**config.mk**
```make
export PLATFORM = sky130hd
export DESIGN_NAME = mul_seq32_flat
export DESIGN_NICKNAME = d
export VERILOG_FILES = /design/src/rtl/mul_seq32_if.sv /design/src/rtl/mul_seq32.sv /design/src/flat_wrapper.sv
export SDC_FILE = /design/constraint.sdc
export NUM_CORES = 1
export LEC_CHECK = 0
export CAP_MARGIN = 20
export CORE_ASPECT_RATIO = 0.75
export CORE_MARGIN = 1
export CORE_UTILIZATION = 61
export DETAILED_ROUTE_END_ITERATION = 16
export PLACE_DENSITY = 0.87
export SYNTH_ARGS = -nofsm -noshare
export SYNTH_HDL_FRONTEND = slang
export SYNTH_SLANG_ARGS = --single-unit
export TNS_END_PERCENT = 10
```
**constraint.sdc**
```tcl
create_clock -name clk -period 10.9 [get_ports clk]
set_input_delay 2.725 -clock clk [delete_from_list [all_inputs] [get_ports clk]]
set_output_delay 2.725 -clock clk [all_outputs]
set_load 0.005 [all_outputs]
```
**src/rtl/mul_seq32_if.sv**
```systemverilog
// Request/response bundle for the sequential 32x32 multiplier.
// The master issues operands with a start pulse; the slave reports
// progress (busy), completion (done) and the held 64-bit product.
interface mul_seq32_if;
    logic        start;
    logic        is_signed;
    logic [31:0] a;
    logic [31:0] b;
    logic        busy;
    logic        done;
    logic [63:0] product;

    modport master (
        output start, is_signed, a, b,
        input  busy, done, product
    );

    modport slave (
        input  start, is_signed, a, b,
        output busy, done, product
    );
endinterface

```
**src/rtl/mul_seq32.sv**
```systemverilog
// Sequential shift-and-add multiplier, 32x32 -> 64, signed or unsigned.
// Signed operands are reduced to magnitudes on accept. The magnitudes are
// multiplied over 32 CALC cycles, and the sign is applied in a single FIX
// cycle. The product register only updates on the FIX->DONE edge, so the
// last result is held across any operation that follows.
module mul_seq32 (
    input  logic         clk,
    input  logic         rst,
    mul_seq32_if.slave   bus
);

    typedef enum logic [1:0] {
        IDLE = 2'd0,
        CALC = 2'd1,
        FIX  = 2'd2,
        DONE = 2'd3
    } state_t;

    state_t      state;
    logic [31:0] mcand;      // multiplicand magnitude
    logic [31:0] hi;         // upper accumulator; the carry lives only in add_sum
    logic [31:0] lo;         // lower accumulator, starts as multiplier magnitude
    logic [4:0]  cnt;        // CALC iteration index, 0..31
    logic        neg;        // result must be negated in FIX
    logic        busy_q;
    logic        done_q;
    logic [63:0] product_q;

    logic        accept;
    logic [32:0] add_sum;
    logic [32:0] step_sum;
    logic [63:0] mag;
    logic [63:0] fixed;
    logic [31:0] abs_a;
    logic [31:0] abs_b;

    // Two's-complement magnitude. 32'h8000_0000 maps to itself, which is
    // exactly 2^31 when read as unsigned, so no special case is needed.
    function automatic logic [31:0] abs32(input logic [31:0] x);
        return x[31] ? (~x + 32'd1) : x;
    endfunction

    // A new request is only taken when no operation is in flight.
    assign accept = bus.start && ((state == IDLE) || (state == DONE));

    assign abs_a = abs32(bus.a);
    assign abs_b = abs32(bus.b);

    // One shift-and-add step: conditionally add the multiplicand into the
    // upper half (keeping the carry-out), then everything shifts right.
    always_comb begin
        add_sum  = {1'b0, hi} + {1'b0, mcand};
        step_sum = lo[0] ? add_sum : {1'b0, hi};
    end

    // Sign correction of the unsigned magnitude product.
    always_comb begin
        mag   = {hi, lo};
        fixed = neg ? (~mag + 64'd1) : mag;
    end

    // Control FSM and datapath, with busy/done registered alongside the state.
    always_ff @(posedge clk or posedge rst) begin
        if (rst) begin
            state     <= IDLE;
            mcand     <= 32'h0;
            hi        <= 32'h0;
            lo        <= 32'h0;
            cnt       <= 5'd0;
            neg       <= 1'b0;
            busy_q    <= 1'b0;
            done_q    <= 1'b0;
            product_q <= 64'h0;
        end else begin
            case (state)
                IDLE, DONE: begin
                    done_q <= 1'b0;
                    if (accept) begin
                        mcand  <= bus.is_signed ? abs_a : bus.a;
                        lo     <= bus.is_signed ? abs_b : bus.b;
                        neg    <= bus.is_signed & (bus.a[31] ^ bus.b[31]);
                        hi     <= 32'h0;
                        cnt    <= 5'd0;
                        busy_q <= 1'b1;
                        state  <= CALC;
                    end else begin
                        busy_q <= 1'b0;
                        state  <= IDLE;
                    end
                end
                CALC: begin
                    hi  <= step_sum[32:1];
                    lo  <= {step_sum[0], lo[31:1]};
                    cnt <= cnt + 5'd1;
                    if (cnt == 5'd31) begin
                        state <= FIX;
                    end
                end
                FIX: begin
                    product_q <= fixed;
                    busy_q    <= 1'b0;
                    done_q    <= 1'b1;
                    state     <= DONE;
                end
                default: begin
                    busy_q <= 1'b0;
                    done_q <= 1'b0;
                    state  <= IDLE;
                end
            endcase
        end
    end

    assign bus.busy    = busy_q;
    assign bus.done    = done_q;
    assign bus.product = product_q;

endmodule

```
**src/flat_wrapper.sv**
```systemverilog
// flat-port wrapper written by rule: the top's interface ports become plain ports
module mul_seq32_flat 
  (clk, rst, bus_start, bus_is_signed, bus_a, bus_b, bus_busy, bus_done, bus_product);
  mul_seq32_if bus_i ();
  input  logic clk;
  input  logic rst;
  input wire logic [$bits(bus_i.start)-1:0] bus_start;
  input wire logic [$bits(bus_i.is_signed)-1:0] bus_is_signed;
  input wire logic [$bits(bus_i.a)-1:0] bus_a;
  input wire logic [$bits(bus_i.b)-1:0] bus_b;
  output wire logic [$bits(bus_i.busy)-1:0] bus_busy;
  output wire logic [$bits(bus_i.done)-1:0] bus_done;
  output wire logic [$bits(bus_i.product)-1:0] bus_product;
  assign bus_i.start = bus_start;
  assign bus_i.is_signed = bus_is_signed;
  assign bus_i.a = bus_a;
  assign bus_i.b = bus_b;
  assign bus_busy = bus_i.busy;
  assign bus_done = bus_i.done;
  assign bus_product = bus_i.product;
  mul_seq32 u_core (.clk(clk), .rst(rst), .bus(bus_i));
endmodule
```
==> results by group, run 1 <==
Floorplan
  – Die footprint: 17800 µm²
  – Die Y-Extent: 116 µm
  – # IOs: 134
  – Die W: 154 µm
  – Area of the core: 16800 µm²
  – Initial Utilization: 62.6%
  – Cell Rows: 41

Global route
  – GRT overflow: 0
  – Largest net degree at the start of global routing: 102
  – Total GRT Usage: 31.4%
  – Antenna violations before repair: 0
  – Vias in the first global route: 8939
  – Global-route wire length before repair: 44200 µm

Worst hold path
  – Hold Path End: u_core.mcand[14]
  – Hold path cells: 2
  – Worst Hold Class: reg2reg
  – HP Start: u_core.mcand[14]

Worst setup path
  – Reg2reg end: u_core.hi[27]
  – Largest fanout on the critical path: 5
  – Crit end category: flip-flop
  – R2R setup slack: 6.99 ns
  – Crit path launch type: input pin
  – Data arrival, critical path: 5.88 ns
  – R2r startpoint: u_core.hi[0]
  – Register-to-Register Path Depth: 14
  – Crit path required time: 11.20 ns
  – Crit Path Class: in2reg

Route
  – Mean number of vias per cell: 6.24
  – Final antenna-violating net count: 0
  – WL per Instance: 18.1 µm
  – Initial DRC count: 901
  – Via count: 9534
  – DR pass1 iterations: 6
  – Final WL: 27600 µm
  – DRC Markers: 0

Synth
  – Sequential cell area fraction in the yosys report: 40.4%
  – Largest family of logic cells by synthesized area: compound AO/OA/AOI/OAI gates
  – Syn avg cell area: 8.79 µm²
  – Post-synthesis cell count: 1198
  – Seq cells post-synth: 170
  – Post-synthesis adder-cell area fraction: 4.95%
  – Synth Area in Simple Gates: 15.3%
  – Top FF cell, synth: dfrtp_1
  – Largest cells by area after synthesis: dfrtp_1, xor2_1, a21oi_1
  – Post-synth EDFFs: 0
  – Synth async-reset ratio: 100%
  – Syn Std Cell Area: 10500 µm²
  – Yosys top cell by area: dfrtp_1
  – Compound-cell area share of the yosys netlist: 23.1%
  – Syn_nets: 1307
  – Post-synthesis mux area share: 0.892%
  – Yosys cell types: 60
  – XOR/XNOR Fraction of Synth Area: 12.3%
  – YS warnings: 0
  – Post-synth top area share: 40.4%

STA
  – Slew @ Worst Pin: 1.11 ns
  – Final hold vios: 0
  – Skew final: 0.0119 ns
  – Fin Hold WS: 0.488 ns
  – Final setup TNS: 0 ns
  – Max Clk Rate: 179 MHz
  – Final period utilization: 51.1%
  – Final Slew Violations: 0
  – RSZ-0062 raised after global routing: no
  – Final setup viols: 0
  – Worst slew margin: 25.8%
  – Post-route minimum period: 5.57 ns

Layout
  – Post-layout util: 74.8%
  – Final Cell Area: 12600 µm²
  – Layout cells sized above 1: 4.88%
  – Area of the multi-input gates: 5970 µm²
  – # fillers: 1233
  – Register area: 4260 µm²
  – Area Overhead vs Synth: 19.5%
  – Nets: 1408
  – Ant. Diodes: 0

Flow run
  – MaxCap Viol Count: 0

Clock tree
  – CTS Hold Bufs: 0
  – CTS Root Cell: clkbuf_16
  – Clk_lat worst skew: 0.44 ns
  – Clock-pin slew on the worst setup and hold paths: 0.07 ns
  – Post_cts resized: 0
  – H-Tree Depth: 4
  – Post-CTS setup buffers: 0
  – CTS Sinks: 170
  – CTS tree: done
  – Total CTS buffers: 17
  – Maximum clock insertion buffer count: 2

Outcome
  – Status: complete, no violations

Place
  – Final GP Congestion: 0.969
  – # port buffers: 133
  – Placed instance area: 12000 µm²
  – Dpl hpwl: 19000 µm

Pwr
  – Pwr dens: 325 nW/µm²
  – Leak: 0.00533 µW
  – Peak VDD IR: 0.167 mV
==> metrics by stage <==
stage,total power [µW],worst slack (ns),cells
floorplan,2700,3.57,1198
global placement,3330,4.65,1492
detailed placement,3410,5.02,1493
CTS,4040,5.45,1525
global route,4380,5.17,1527
finish,4090,5.33,1527
==> synth_stat cells (5+ instances only) <==
cell type and count:
nor2_1 120, nand2b_1 14, inv_1 24, and2_1 6
o21ai_0 123, dfrtp_1 170, mux2i_1 6, a21oi_1 144
nand3_1 13, or4_1 8, xnor2_1 38, o21a_1 7
o22ai_1 28, ha_1 40, nor3_1 16, xor2_1 110
nand2_1 101, a22oi_1 22, nor2b_1 9, nor4_1 5
o41ai_1 14, or3_1 16, o31ai_1 29, and3_1 7
clkbuf_1 55, a21o_1 13
==> placed cells by master (no fill, tap or decap), types with 28 or more instances in the layout <==
cell / netlist / final
a21oi_1: 144 / 143
clkdlybuf4s50_1: 0 / 133
dfrtp_1: 170 / 169
ha_1: 40 / 39
nand2_1: 101 / 100
nor2_1: 120 / 120
o21ai_0: 123 / 123
o22ai_1: 28 / 28
o31ai_1: 29 / 29
xnor2_1: 38 / 38
xor2_1: 110 / 110
==> worst max path at each step <==
stage | start | depth (start not counted) | slack [ns] | endpoint
2_1_floorplan | rst | 1 | 3.57 | u_core.bus.busy
5_1_grt | bus_b[8] | 10 | 5.17 | u_core.lo[29]
3_3_place_gp | bus_start | 7 | 4.65 | u_core.hi[15]
6_report | bus_b[10] | 10 | 5.33 | u_core.lo[29]
3_5_place_dp | bus_b[10] | 10 | 5.02 | u_core.lo[29]
4_1_cts | bus_b[10] | 10 | 5.45 | u_core.lo[29]
==> flip-flops by register name, indices dropped and copies added (netlist names) <==
name                flops
u_core.bus.done         1
u_core.bus.product     64
u_core.cnt              5
u_core.hi              32
u_core.lo              32
u_core.mcand           32
u_core.bus.busy         1
u_core.state            2
u_core.neg              1
==> layout make-up <==
type	count	share of cell area, %
well taps	215	2.14
clock buffers	20	3.63
flip-flops and latches	170	33.8
clock inverters	12	0.915
inverters	24	0.756
repair buffers	141	11.3
multi-input cells	945	47.5
==> logic make-up after synthesis <==
logic type	count (synthesis)
adders and majority gates	41
muxes	9
buffers and inverters	83
and+or+nand+nor	338
xor gates and xnor gates	148
AOI/OAI and AO/OA	409
DFF	170
==> report_power, final <==
part	switching (µW)	leakage [µW]	total (µW)	internal (µW)
clock network	265	0.000273	594	329
logic	1250	0.00301	2190	941
registers	355	0.00205	1300	949
==> per-layer routing <==
metal	GRT usage, %	vias to the layer above	routed length, µm
met2	49.5	420	12700
met4	12.2	0	691
met3	5.24	58	2010
li1	-	4484	-
met1	44.0	4572	12300
met5	0	-	0
==> critical path, cell delays in order <==
cell	delay (ns)
clkdlybuf4s50_1	0.46
or4_1	0.60
nor4_1	0.34
nand2b_1	0.12
or2_2	0.32
nor3_1	0.49
nand2_1	0.21
o41ai_1	0.35
xor2_1	0.18
o22ai_1	0.08
(Power assumes the default switching activity.)
==> run 2: changes to the inputs <==
- CORE_UTILIZATION: 61 -> 57
- PLACE_DENSITY: 0.87 -> 0.82
- clock period: 10.9 -> 5.2 ns (I/O delays scaled with it)
==> run 2 against run 1 <==
  * Power up 110%
  * Flip-flop and latch count unchanged
  * Sequential share of layout area shrank 0.18 points
  * Utilization fell by 4.0 points
  * Critical path depth did not move
  * Highest routed layer unchanged
==> results by group, run 2 (same netlist as run 1, synthesis figures left out) <==
Outcome
  – Status: complete, no violations

Layout
  – Layout cells sized above 1: 5.10%
  – Most common cell after layout, fill and taps aside: dfrtp_1
  – # fillers: 1391
  – Area Overhead vs Synth: 20.1%
  – Count of non-filler cells in the finished layout: 1556
  – Ant. Diodes: 0
  – Nets: 1410
  – Max FFs per register: 64
  – Most frequent cells in the layout: dfrtp_1, a21oi_1, clkdlybuf4s50_1, o21ai_0, nor2_1

Global route
  – GRT overflow: 0
  – Antenna violations before repair: 0
  – Total GRT Usage: 29.3%
  – Largest net degree at the start of global routing: 75
  – Global-route wire length before repair: 44800 µm
  – Vias in the first global route: 9042

Floorplan
  – # IOs: 134
  – Die footprint: 19000 µm²
  – Area of the core: 17900 µm²
  – Cell Rows: 42
  – Initial Utilization: 58.9%
  – Die W: 159 µm
  – Die Y-Extent: 120 µm

Route
  – Via count: 9459
  – Final WL: 27100 µm
  – WL per Instance: 17.4 µm
  – DR pass1 iterations: 5
  – Final antenna-violating net count: 0
  – Mean number of vias per cell: 6.08
  – DRC Markers: 0
  – Initial DRC count: 778

Clock tree
  – CTS Sinks: 170
  – H-Tree Depth: 4
  – CTS Root Cell: clkbuf_16
  – CTS tree: done
  – CTS Hold Bufs: 0
  – Clock-pin slew on the worst setup and hold paths: 0.07 ns
  – Post_cts resized: 0
  – Clk_lat worst skew: 0.44 ns
  – Post-CTS setup buffers: 0
  – Maximum clock insertion buffer count: 2
  – Total CTS buffers: 17

Place
  – Dpl hpwl: 18900 µm
  – # port buffers: 133
  – Placed cell count: 1523
  – Final GP Congestion: 0.910

STA
  – Post-route minimum period: 4.11 ns
  – RSZ-0062 raised after global routing: no
  – Max Clk Rate: 243 MHz
  – Skew final: 0.00879 ns
  – Final setup viols: 0
  – Worst slew margin: 25.7%
  – Final setup TNS: 0 ns
  – Final period utilization: 79.1%
  – Slew @ Worst Pin: 1.11 ns
  – Final Slew Violations: 0
  – Final hold vios: 0

Worst setup path
  – Crit path max-delay cell type: or4_1
  – Data arrival, critical path: 4.42 ns
  – R2R setup slack: 1.27 ns
  – Register-to-Register Path Depth: 14
  – Crit end category: flip-flop
  – Critical Path, Cell by Cell: clkdlybuf4s50_1 -> or4_1 -> nor4_1 -> nand2b_1 -> or2_2 -> nor3_1 -> nand2_1 -> o41ai_1 -> xor2_1 -> o22ai_1
  – Crit Path Class: in2reg
  – Largest fanout on the critical path: 5
  – CP max stage delay: 0.61 ns
  – Crit path required time: 5.50 ns
  – Crit path launch type: input pin

Pwr
  – Pwr dens: 676 nW/µm²
  – Post-layout power: 8550 µW
  – Leak: 0.00534 µW
  – Peak VDD IR: 0.371 mV

Worst hold path
  – Worst Hold Class: reg2reg
  – Hold path cells: 2

Flow run
  – MaxCap Viol Count: 0
==> run 2: cell count changes in the layout (fill, tap and decap cells not counted) <==
cell        delta
buf_4          +2
bufinv_16      +1
clkbuf_1       -1
clkbuf_8       -2
clkinv_2       -1
clkinvlp_4     +2
inv_6          +1
==> run 2: critical path, delay by kind of cell <==
| kind | cells | cell delay (ns) |
|---|---|---|
| buffers and inverters | 1 | 0.46 |
| AO/OA/AOI/OAI | 2 | 0.44 |
| XOR/XNOR | 1 | 0.18 |
| AND/OR/NAND/NOR | 6 | 2.04 |
==> run 2: per-layer routing <==
metal | vias to the layer above | track usage (%) | wire length [µm]
met5 | - | 0 | 0
met4 | 0 | 10.2 | 569
met3 | 51 | 6.12 | 1890
met2 | 345 | 45.2 | 12400
met1 | 4549 | 41.1 | 12300
li1 | 4514 | - | -
==> run 2: final timing paths <==
check,startpoint,endpoint
min in group asynchronous,rst,u_core.bus.product[40]
hold / removal,u_core.bus.busy,u_core.bus.busy
setup reg to reg,u_core.hi[0],u_core.hi[27]
hold reg to reg,u_core.bus.busy,u_core.bus.busy
max in group asynchronous,rst,u_core.hi[25]
setup / recovery,bus_b[10],u_core.lo[29]
==> run 2: final cells by class <==
type,count,area [µm²],share of cell area (%)
multi-input combinational,945,5970,47.2
sequential,170,4260,33.7
timing repair buffer,143,1430,11.3
clock buffer,17,425,3.36
tap,242,303,2.39
clock inverter,15,165,1.31
inverter,24,93.8,0.742
==> run 2: stage by stage <==
step,instance area [µm²],utilization (%),setup WS (ns),hold slack [ns]
2_1_floorplan,10500,-,1.57,0.445
3_3_place_gp,12000,67.4,0.839,0.456
3_5_place_dp,12000,67.4,0.725,0.467
4_1_cts,12600,70.7,1.14,0.483
5_1_grt,12600,70.8,0.922,0.522
6_report,12600,70.8,1.09,0.479
==> run 2: where the power goes <==
group / leakage (µW) / switching (µW) / internal, µW
clock network: 0.000277 / 574 / 716
logic: 0.00301 / 2590 / 1970
registers: 0.00205 / 712 / 1990
total: 0.00534 / 3880 / 4670
==> run 3: changes to the inputs <==
- CORE_UTILIZATION: 57 -> 51
- PLACE_DENSITY: 0.82 -> 0.77
- clock period: 5.2 -> 3.7 ns (I/O delays scaled with it)
==> run 3 against run 2 <==
  * First-iteration DRC count is 1.5% lower
  * Utilization fell by 6.9 points
  * Critical path depth up 5
  * Clock skew up 0.00054 ns
==> results by group, run 3 (same netlist as run 1, synthesis figures left out) <==
Pwr
  – Reg power frac: 31.5%
  – P_int: 6750 µW
  – Pwr dens: 944 nW/µm²
  – Part of the power in combinational logic: 52.9%
  – Sw frac: 44.6%
  – Clk pwr share: 15.6%
  – P_sw: 5430 µW
  – Peak VDD IR: 0.624 mV
  – Leak: 0.00550 µW

STA
  – Final period utilization: 92.7%
  – Post-route minimum period: 3.43 ns
  – Final setup TNS: 0 ns
  – Final hold vios: 0
  – Final setup viols: 0
  – Final Slew Violations: 0
  – Fin Hold WS: 0.481 ns
  – Slew @ Worst Pin: 1.11 ns
  – RSZ-0062 raised after global routing: no
  – Skew final: 0.00934 ns
  – Fin worst setup slack: 0.270 ns
  – Worst slew margin: 26.0%
  – Max Clk Rate: 292 MHz

Global route
  – Global-route wire length before repair: 45800 µm
  – Antenna violations before repair: 0
  – Vias in the first global route: 9043
  – Largest net degree at the start of global routing: 70
  – GRT overflow: 0
  – Total GRT Usage: 26.8%

Route
  – Final antenna-violating net count: 0
  – Final WL: 27400 µm
  – WL per Instance: 17.1 µm
  – Mean number of vias per cell: 5.88
  – Initial DRC count: 766
  – Via count: 9406
  – DR pass1 iterations: 5
  – DRC Markers: 0

Clock tree
  – CTS Sinks: 170
  – H-Tree Depth: 4
  – CTS Root Cell: clkbuf_16
  – Post-CTS setup buffers: 0
  – CTS Hold Bufs: 0
  – Total CTS buffers: 17
  – Clk_lat worst skew: 0.44 ns
  – CTS tree: done
  – Maximum clock insertion buffer count: 2
  – Clock-pin slew on the worst setup and hold paths: 0.07 ns
  – Post_cts resized: 0

Worst setup path
  – CP Launch Point: u_core.mcand[0]
  – Reg2reg end: u_core.hi[27]
  – R2R setup slack: 0.27 ns
  – CP max stage delay: 0.40 ns
  – Data arrival, critical path: 3.72 ns
  – Critical Path, Cell by Cell: ha_1 -> inv_1 -> fa_1 -> nor2b_1 -> o21a_1 -> o21ai_0 -> a21oi_1 -> o211ai_1 -> a21oi_1 -> a2111oi_1 -> buf_4 -> o21ai_0 -> a21oi_1 -> xor2_1 -> o21ai_0
  – Crit path launch type: flip-flop
  – R2r startpoint: u_core.mcand[0]
  – Register-to-Register Path Depth: 15
  – Largest fanout on the critical path: 3
  – Crit end category: flip-flop
  – Crit Path Class: reg2reg
  – Crit path required time: 3.99 ns
  – Crit path max-delay cell type: dfrtp_1

Floorplan
  – Die Y-Extent: 126 µm
  – Area of the core: 20200 µm²
  – Cell Rows: 45
  – # IOs: 134
  – Die W: 168 µm
  – Initial Utilization: 52.1%
  – Die footprint: 21200 µm²

Worst hold path
  – Hold path cells: 2
  – Hold Path End: u_core.cnt[4]
  – HP Start: u_core.cnt[4]
  – Worst Hold Class: reg2reg

Place
  – Final GP Congestion: 0.897
  – Dpl hpwl: 19500 µm
  – # port buffers: 133
  – Post-place setup slack: 0.0375 ns

Layout
  – Area Overhead vs Synth: 22.6%
  – Nets: 1437
  – Ant. Diodes: 0
  – Most common cell after layout, fill and taps aside: dfrtp_1
  – Max FFs per register: 64
  – Most frequent cells in the layout: dfrtp_1, a21oi_1, clkdlybuf4s50_1, o21ai_0, nor2_1
  – Layout cells sized above 1: 6.94%

Flow run
  – MaxCap Viol Count: 0

Outcome
  – Status: complete, no violations
[run 3: changes by cell type in the layout (fill, tap and decap cells not counted)]
cell and delta:
clkbuf_8 +4, inv_6 -4, clkinv_2 +2, clkbuf_1 +1, clkinv_4 -1, bufinv_16 +1
clkinvlp_4 -3, buf_4 +26, buf_6 +1
[run 3: per-stage QoR]
stage	instance area (µm²)	std cells	power [µW]	util, %
global route	12900	1599	13100	63.8
floorplan	10500	1198	7950	-
global placement	12300	1566	9990	60.7
finish	12900	1599	12200	63.8
detailed placement	12300	1566	10100	60.7
CTS	12900	1598	12100	63.8
[run 3: cell type report]
cell class              count  area [µm²]
clock inverters            10         139
flip-flops and latches    170        4260
fillers                  1676        7310
well taps                 258         323
clock buffers              22         484
inverters                  24        93.8
multi-input cells         945        5970
repair buffers            170        1640
[run 3: how the worst max path moves through the flow]
stage               endpoint  slack, ns
2_1_floorplan  u_core.lo[29]       0.44
3_3_place_gp   u_core.lo[27]       0.07
3_5_place_dp   u_core.lo[27]       0.04
4_1_cts        u_core.hi[27]       0.33
5_1_grt        u_core.hi[27]      0.006
6_report       u_core.hi[27]       0.27
[run 3: power groups by stage]
stage	Sequential (µW)	Combinational [µW]	Clock [µW]
6_report	3830	6440	1900
5_1_grt	3960	7200	1990
4_1_cts	3810	6390	1910
3_5_place_dp	3830	6300	0
3_3_place_gp	3810	6180	0
2_1_floorplan	3510	4440	0
[run 3: per-layer routing]
| metal | track usage [%] | part of all wire [%] | vias to the layer above |
|---|---|---|---|
| met5 | 0 | 0 | - |
| met1 | 38.7 | 48 | 4519 |
| met4 | 7.93 | 1.8 | 0 |
| met2 | 41.3 | 45 | 292 |
| met3 | 4.68 | 5.6 | 40 |
| li1 | - | - | 4555 |
[run 3: worst max-delay path, delay by kind of cell (launching register included)]
kind,cells,cell delay [ns]
flip-flops,1,0.40
buffers and inverters,2,0.24
AND/OR/NAND/NOR,1,0.19
AO/OA/AOI/OAI,9,1.68
adder cells (fa/ha/maj),2,0.61
XOR/XNOR,1,0.17
